**src/rtl/depth_test_unit.sv**
```systemverilog
// Depth test stage behind the rasterizer: strict less-than z-test against an external read-first z-buffer,
// writes survivors to z-buffer and framebuffer, and runs the per-frame clear of both buffers.
//
// state | meaning
// IDLE  | accepting fragments; i_clear starts a frame clear
// DRAIN | no new fragments; wait for the in-flight fragment in S1 to reach its write stage
// CLEAR | write '1 / CLEAR_COLOR to every address, one per cycle
module depth_test_unit #(
  parameter int DATAWIDTH     = 12,
  parameter int COLORWIDTH    = 4,
  parameter int SCREEN_WIDTH  = 320,
  parameter int SCREEN_HEIGHT = 320,
  parameter int ADDRWIDTH     = $clog2(SCREEN_WIDTH*SCREEN_HEIGHT),
  parameter logic [COLORWIDTH-1:0] CLEAR_COLOR = '0
) (
  input  logic                  clk,
  input  logic                  rst,
  input  logic                  i_clear,
  output logic                  o_ready,
  input  logic                  i_dv,
  input  logic [ADDRWIDTH-1:0]  i_addr,
  input  logic [DATAWIDTH-1:0]  i_depth,
  input  logic [COLORWIDTH-1:0] i_color,
  output logic                  o_zb_rd_en,
  output logic [ADDRWIDTH-1:0]  o_zb_rd_addr,
  input  logic [DATAWIDTH-1:0]  i_zb_rd_data,
  output logic                  o_zb_we,
  output logic [ADDRWIDTH-1:0]  o_zb_addr,
  output logic [DATAWIDTH-1:0]  o_zb_data,
  output logic                  o_fb_we,
  output logic [ADDRWIDTH-1:0]  o_fb_addr,
  output logic [COLORWIDTH-1:0] o_fb_data,
  output logic                  o_clear_done,
  output logic                  o_drop_err
);

  localparam int NPIX = SCREEN_WIDTH * SCREEN_HEIGHT;
  localparam logic [ADDRWIDTH:0]   NPIX_EXT  = (ADDRWIDTH+1)'(NPIX);
  localparam logic [ADDRWIDTH-1:0] LAST_ADDR = ADDRWIDTH'(NPIX - 1);

  typedef enum logic [1:0] {S_IDLE, S_DRAIN, S_CLEAR} state_t;

  state_t                state, state_nxt;
  logic                  addr_ok, accept;
  logic                  s1_v;
  logic [ADDRWIDTH-1:0]  s1_addr;
  logic [DATAWIDTH-1:0]  s1_depth;
  logic [COLORWIDTH-1:0] s1_color;
  logic                  h_v;
  logic [ADDRWIDTH-1:0]  h_addr;
  logic [DATAWIDTH-1:0]  h_data;
  logic [DATAWIDTH-1:0]  stored;
  logic                  pass;
  logic [ADDRWIDTH-1:0]  clr_cnt, clr_addr_nxt;

  always_comb begin
    state_nxt = state;
    o_ready   = 1'b0;
    case (state)
      S_IDLE: begin
        o_ready = 1'b1;
        if (i_clear) state_nxt = S_DRAIN;
      end
      S_DRAIN: if (!s1_v) state_nxt = S_CLEAR;
      S_CLEAR: if (clr_cnt == LAST_ADDR) state_nxt = S_IDLE;
      default: state_nxt = S_IDLE;
    endcase
  end

  assign addr_ok      = {1'b0, i_addr} < NPIX_EXT;
  assign accept       = i_dv & o_ready & addr_ok;
  assign o_zb_rd_en   = accept;
  assign o_zb_rd_addr = i_addr;
  assign clr_addr_nxt = (state == S_CLEAR) ? clr_cnt + 1'b1 : '0;

  // The read was issued before the write in S2 commits, and the one in H committed on the read cycle itself.
  always_comb begin
    stored = i_zb_rd_data;
    if (o_zb_we && (o_zb_addr == s1_addr))
      stored = o_zb_data;
    else if (h_v && (h_addr == s1_addr))
      stored = h_data;
  end

  assign pass = s1_v && (s1_depth < stored);

  always_ff @(posedge clk) begin
    if (rst) begin
      state        <= S_IDLE;
      s1_v         <= 1'b0;
      s1_addr      <= '0;
      s1_depth     <= '0;
      s1_color     <= '0;
      h_v          <= 1'b0;
      h_addr       <= '0;
      h_data       <= '0;
      clr_cnt      <= '0;
      o_zb_we      <= 1'b0;
      o_zb_addr    <= '0;
      o_zb_data    <= '0;
      o_fb_we      <= 1'b0;
      o_fb_addr    <= '0;
      o_fb_data    <= '0;
      o_clear_done <= 1'b0;
      o_drop_err   <= 1'b0;
    end else begin
      state        <= state_nxt;
      s1_v         <= accept;
      s1_addr      <= i_addr;
      s1_depth     <= i_depth;
      s1_color     <= i_color;
      h_v          <= o_zb_we;
      h_addr       <= o_zb_addr;
      h_data       <= o_zb_data;
      o_clear_done <= 1'b0;
      // Clear writes are loaded on the edge entering each CLEAR cycle so they line up with the state.
      if (state_nxt == S_CLEAR) begin
        clr_cnt   <= clr_addr_nxt;
        o_zb_we   <= 1'b1;
        o_zb_addr <= clr_addr_nxt;
        o_zb_data <= '1;
        o_fb_we   <= 1'b1;
        o_fb_addr <= clr_addr_nxt;
        o_fb_data <= CLEAR_COLOR;
      end else begin
        o_zb_we   <= pass;
        o_zb_addr <= s1_addr;
        o_zb_data <= s1_depth;
        o_fb_we   <= pass;
        o_fb_addr <= s1_addr;
        o_fb_data <= s1_color;
      end
      if ((state == S_CLEAR) && (state_nxt == S_IDLE)) begin
        o_clear_done <= 1'b1;
        h_v          <= 1'b0;
      end
      if (i_dv && (!o_ready || !addr_ok)) o_drop_err <= 1'b1;
    end
  end

endmodule
```
**config.mk**
```make
export PLATFORM = sky130hd
export DESIGN_NAME = depth_test_unit
export DESIGN_NICKNAME = d
export VERILOG_FILES = /design/src/rtl/depth_test_unit.sv
export SDC_FILE = /design/constraint.sdc
export NUM_CORES = 1
export LEC_CHECK = 0
export CORE_ASPECT_RATIO = 0.9
export CORE_UTILIZATION = 47
export CTS_BUF_LIST = sky130_fd_sc_hd__clkbuf_4
export DETAILED_ROUTE_END_ITERATION = 8
export MAX_ROUTING_LAYER = met4
export PLACE_DENSITY = 0.76
export SLEW_MARGIN = 20
export SYNTH_ARGS = -nofsm -noshare
export SYNTH_HDL_FRONTEND = slang
export SYNTH_SLANG_ARGS = --single-unit
```
**constraint.sdc**
```tcl
create_clock -name clk -period 4.6 [get_ports clk]
set_input_delay 0.69 -clock clk [delete_from_list [all_inputs] [get_ports clk]]
set_output_delay 0.69 -clock clk [all_outputs]
set_load 0.1 [all_outputs]
```
After elaboration in Yosys (flattened, before gate mapping)
Cells that the tools add are included.
- RAM bits: 0
- latch bits: 0
- output and inout port bits: 73
- ROM bits: 0
- memories kept: 0
- register bits: 119
- input port bits: 49
- reductions and logical operators: 12
- multipliers: 0
- div/mod/pow operators: 0
- bitwise operators: 2
- equality and inequality tests: 6
- multiplexer cells: 12
- add/sub/neg operators: 1
- shift-type cells: 0
- $lt $le $gt $ge: 2
- operator list (cell ; number):
    two-way mux 12 bit ; 3
    equality test 17 bit ; 2
    two-way mux 17 bit ; 2
    adder 17 x 1 -> 17 bit, second input constant ; 1
    equality test 17 bit, second input constant ; 1
    < comparator 17 bit, second input constant ; 1
    < comparator 12 bit ; 1
    two-way mux 2 bit ; 3
    case mux 2 bit (3 select lines) ; 1
    logical AND 1 bit ; 5
    equality test 2 bit, second input constant ; 2
    logical NOT 2 bit ; 2
    OR reduction 2 bit ; 2
    two-way mux 1 bit ; 3
    AND 1 bit ; 2
    equality test 2 x 1 -> 1 bit, second input constant ; 1
    logical NOT 1 bit ; 2
    logical OR 1 bit ; 1

Longest topological paths before layout
- depth in word-level cells: 7
- depth in mapped cells: 13

Least setup slack after synthesis
No wires, ideal clock.
- kind: register to output
- start point: reg state[1]
- end point: out o_zb_rd_en
- path slack: 0.737 ns
- data arrival time: 3.173 ns
- data required time: 3.910 ns
- cell stages (with the launch flop): 4
- cells stage by stage: dfxtp_1 > nor2_1 > nand2_1 > nor2_1
- cells in the longest elaborated chain, start to end: 4
- RTL lines (item ; line ; source):
    from (decl) ; 43 ; state_t state, state_nxt;
    from (signal assigned) ; 107 ; state <= state_nxt;
    logical NOT 2 bit ; 59 ; case (state)
    two-way mux 1 bit ; 59 ;
    named net o_ready ; 19 ; output logic o_ready,
    AND 1 bit (2 in series) ; 71 ; assign accept = i_dv & o_ready & addr_ok;
    to (decl) ; 24 ; output logic o_zb_rd_en,
The timed path passes the listed nets, and every way through them passes these cells.

Worst setup path in the final report
- start point: reg s1_addr[6]
- end point: reg o_fb_we
- cells in the longest elaborated chain, start to end: 7
- elaborated cells on any way between the ends: 9
- those cells by class: order compare (1); eq/ne (2); mux (3); reduce/logical (3)
- RTL lines (item ; line ; source):
    from (decl) ; 46 ; logic [ADDRWIDTH-1:0] s1_addr;
    from (signal assigned) ; 109 ; s1_addr <= i_addr;
    equality test 17 bit ; 81 ; else if (h_v && (h_addr == s1_addr))
    logical AND 1 bit ; 81 ;
    two-way mux 12 bit ; 81 ;
    two-way mux 12 bit * ; 79 ; if (o_zb_we && (o_zb_addr == s1_addr))
    < comparator 12 bit * ; 85 ; assign pass = s1_v && (s1_depth < stored);
    logical AND 1 bit * ; 85 ;
    two-way mux 1 bit * ; 117 ; if (state_nxt == S_CLEAR) begin
    to (signal assigned) ; 129 ; o_fb_we <= pass;
    to (decl) ; 30 ; output logic o_fb_we,
Every way passes the cells marked *; elsewhere a longest branch is shown, timed or not.
A chain may end at the register's enable or synchronous reset.

==> impl_results.md <==
* Setup crit start kind: flop
* Clock sinks at 119
* Max layer used: met4
* Power, Total at 2.39 mW
* Wire length on met2 at 5530 um
* Ys flop type: dfxtp_1
* # H-tree levels at 4
* DP Worst Slack at 1.40 ns
* Top cell type's share of synthesized area at 46.5%
* Vias in the first global route at 3776
* Max FO, Critical Path at 12
* Clk Latency, worst-skew pair at 0.52 ns
* GR Util All Layers at 21.4%
* First-pass GRT wire length at 18000 um
* Die area at 11300 um^2
* # diodes at 0
* Leak at 2.53 nW
* Post-synth top cells: dfxtp_1, nor2b_1, nor2_1
* Clock Tree Buf Depth at 2
* HP Class: flop to flop
* Status: finished, violations left
* Slew @ Worst Pin at 1.03 ns
* RSZ-0062 raised after global routing: no
* Placed Instances at 733
* Post-synth EDFFs at 0
* Site Rows at 35
* Failing checks: DRC
* Register area share after synthesis at 46.5%
* Cell variety after synth at 49
* Synthesized flop and latch total at 119
* Min cycle time layout at 3.25 ns
* Initial antenna violation count at 0
* DR iter-0 viols at 227
* CP arrival at 3.71 ns
* Cell Count, Final, Fillers Out at 765
* Min-delay src: s1_color[0]$_SDFF_PP0_
* Total grt overflow at 0
* Area grow syn2layout at 25.6%
* Placer Congestion at 0.895
* # IOs at 122
* Critical path class: flop to flop
* Vias per cell at 5.09
* Largest net degree at the start of global routing at 64
* HPWL after detailed placement at 8580 um
* Final ANT Viol Nets at 0
* Pre-antenna DRT Iters at 9
* Initial Util at 49.2%
* Syn Inst Count at 533
* Core Box Area at 10400 um^2
* Max Fclk at 308 MHz
* Slew Limit Fails at 0
* Setup WS post-layout at 1.35 ns
* Power Density at 370 nW/um^2
* Syn Nets at 594
* Fraction of layout instances using a drive strength above 1 at 11.3%
* Setup_tns at 0 ns
* Fin nets at 684
* Max-slew headroom at 31.5%
* Crit share post-route at 70.7%
* Count leader, synth: dfxtp_1
* Post-Syn Area at 5130 um^2
* Clock skew at 0.0131 ns
* Synth warn at 0
* Final hold violations at 0
* CP required at 5.06 ns
* CTS tree: yes
* FFs w/ async S/R, synth at 0%
* CTS clk-pin slew, worst paths at 0.10 ns
* Hold-fix buffers, CTS at 0
* DR vias at 3891
* Max Cap Violations at 0
* Die height at 101 um
* Yosys top cell by area: dfxtp_1
* Post-Syn Area per Cell at 9.62 um^2
* Final setup violation count at 0
* DRC violations left at 6
* Crit. End Element: flop
* DR WL/cell at 14.9 um
* Routed WL at 11400 um
* Post-CTS setup buffer count at 0
* Post-cts repair resize count at 0
* Routed length on met3 at 549 um
* Maximum VDD drop at 0.000210 V
* Met1 Wirelength at 5130 um
* Root Driver: clkbuf_4
* Worst R2R Start: s1_addr[6]$_SDFF_PP0_
* PortBufs at 121
* Crit. Startpoint: s1_addr[6]$_SDFF_PP0_
* Horiz. Die Dim at 112 um
* Total CTS buffers at 17
* Top cells by area, synth: dfxtp_1, nor2b_1, xnor2_1
## sequential cells by signal (all words and copies together), names as in the netlist
| signal | count |
|---|---|
| s1_depth | 12 |
| o_drop_err | 1 |
| clr_cnt | 17 |
| s1_addr | 17 |
| s1_color | 4 |
| o_fb_we | 1 |
| state | 2 |
| o_clear_done | 1 |
| h_data | 12 |
| h_v | 1 |
| o_fb_data | 4 |
| o_fb_addr | 17 |
| s1_v | 1 |
| o_zb_data | 12 |
| h_addr | 17 |
## worst max-delay path, stage by stage, from the launching register on
cell,delay [ns]
dfxtp_1,0.37
xnor2_1,0.30
nand4_1,0.15
nor3_1,0.23
nand4b_1,0.13
buf_4,0.22
mux2_2,0.29
mux2i_1,0.15
ha_1,0.26
a2111oi_0,0.47
o21ai_0,0.16
a21oi_1,0.22
o211ai_1,0.11
o21ai_0,0.14
## placed cells by master, fill, tap and decap left out, types with 11 or more instances in the layout
cell type and count:
nor2b_1 64, xor2_1 12, nand2_1 41, o21ai_0 12
ha_1 12, clkbuf_4 19, nand4_1 11, o21ai_1 17
mux2i_1 12, o21ai_2 15, dfxtp_1 119, mux2_2 11
nor2_1 45, xnor2_1 35, clkdlybuf4s50_1 119
## path summary, 6_finish.rpt
path	slack, ns	depth (start not counted)	endpoint
setup / recovery	1.35	13	o_fb_we$_SDFF_PP0_
hold / removal	0.43	1	o_fb_data[0]$_SDFF_PP0_
setup reg to reg	1.35	13	o_fb_we$_SDFF_PP0_
hold reg to reg	0.43	1	o_fb_data[0]$_SDFF_PP0_
## per-layer routing
layer	global-route usage (%)	vias up
li1	-	1943
met4	9.13	0
met1	25.3	1826
met2	34.7	104
met3	5.71	18
met5	-	-
## power by group
part	switching, mW	internal [mW]
clock	0.365	0.321
sequential	0.0410	1.08
combinational	0.405	0.172
## final cells by class
cell class              instances  area [um^2]
flip-flops and latches        119         2380
inverters                       2         7.51
multi-input cells             355         2360
clock buffers                  19          143
repair buffers                128         1280
clock inverters                13          113
well taps                     129          161
fillers                       902         3980
## per-stage QoR
stage                     cell area (um^2)  hold slack, ns  util (%)
final                                 6440           0.432      61.8
after global routing                  6440           0.457      61.8
after CTS                             6440           0.432      61.8
after detailed placement              6190           0.422      59.4
after global placement                6160           0.423      59.1
after floorplan                       5130           0.406         -
## cells by family (layout without fill, tap and decap cells)
family,after synthesis,after routing,synth area share (%)
AND/OR/NAND/NOR,203,203,21.2
XOR/XNOR,47,47,8.03
adder cells (fa/ha/maj),12,12,2.93
buffers and inverters,59,162,7.51
flip-flops,119,119,46.5
AO/OA/AOI/OAI,70,70,9.08
multiplexers,23,23,4.76
Power figures use the tool's default switching activity.
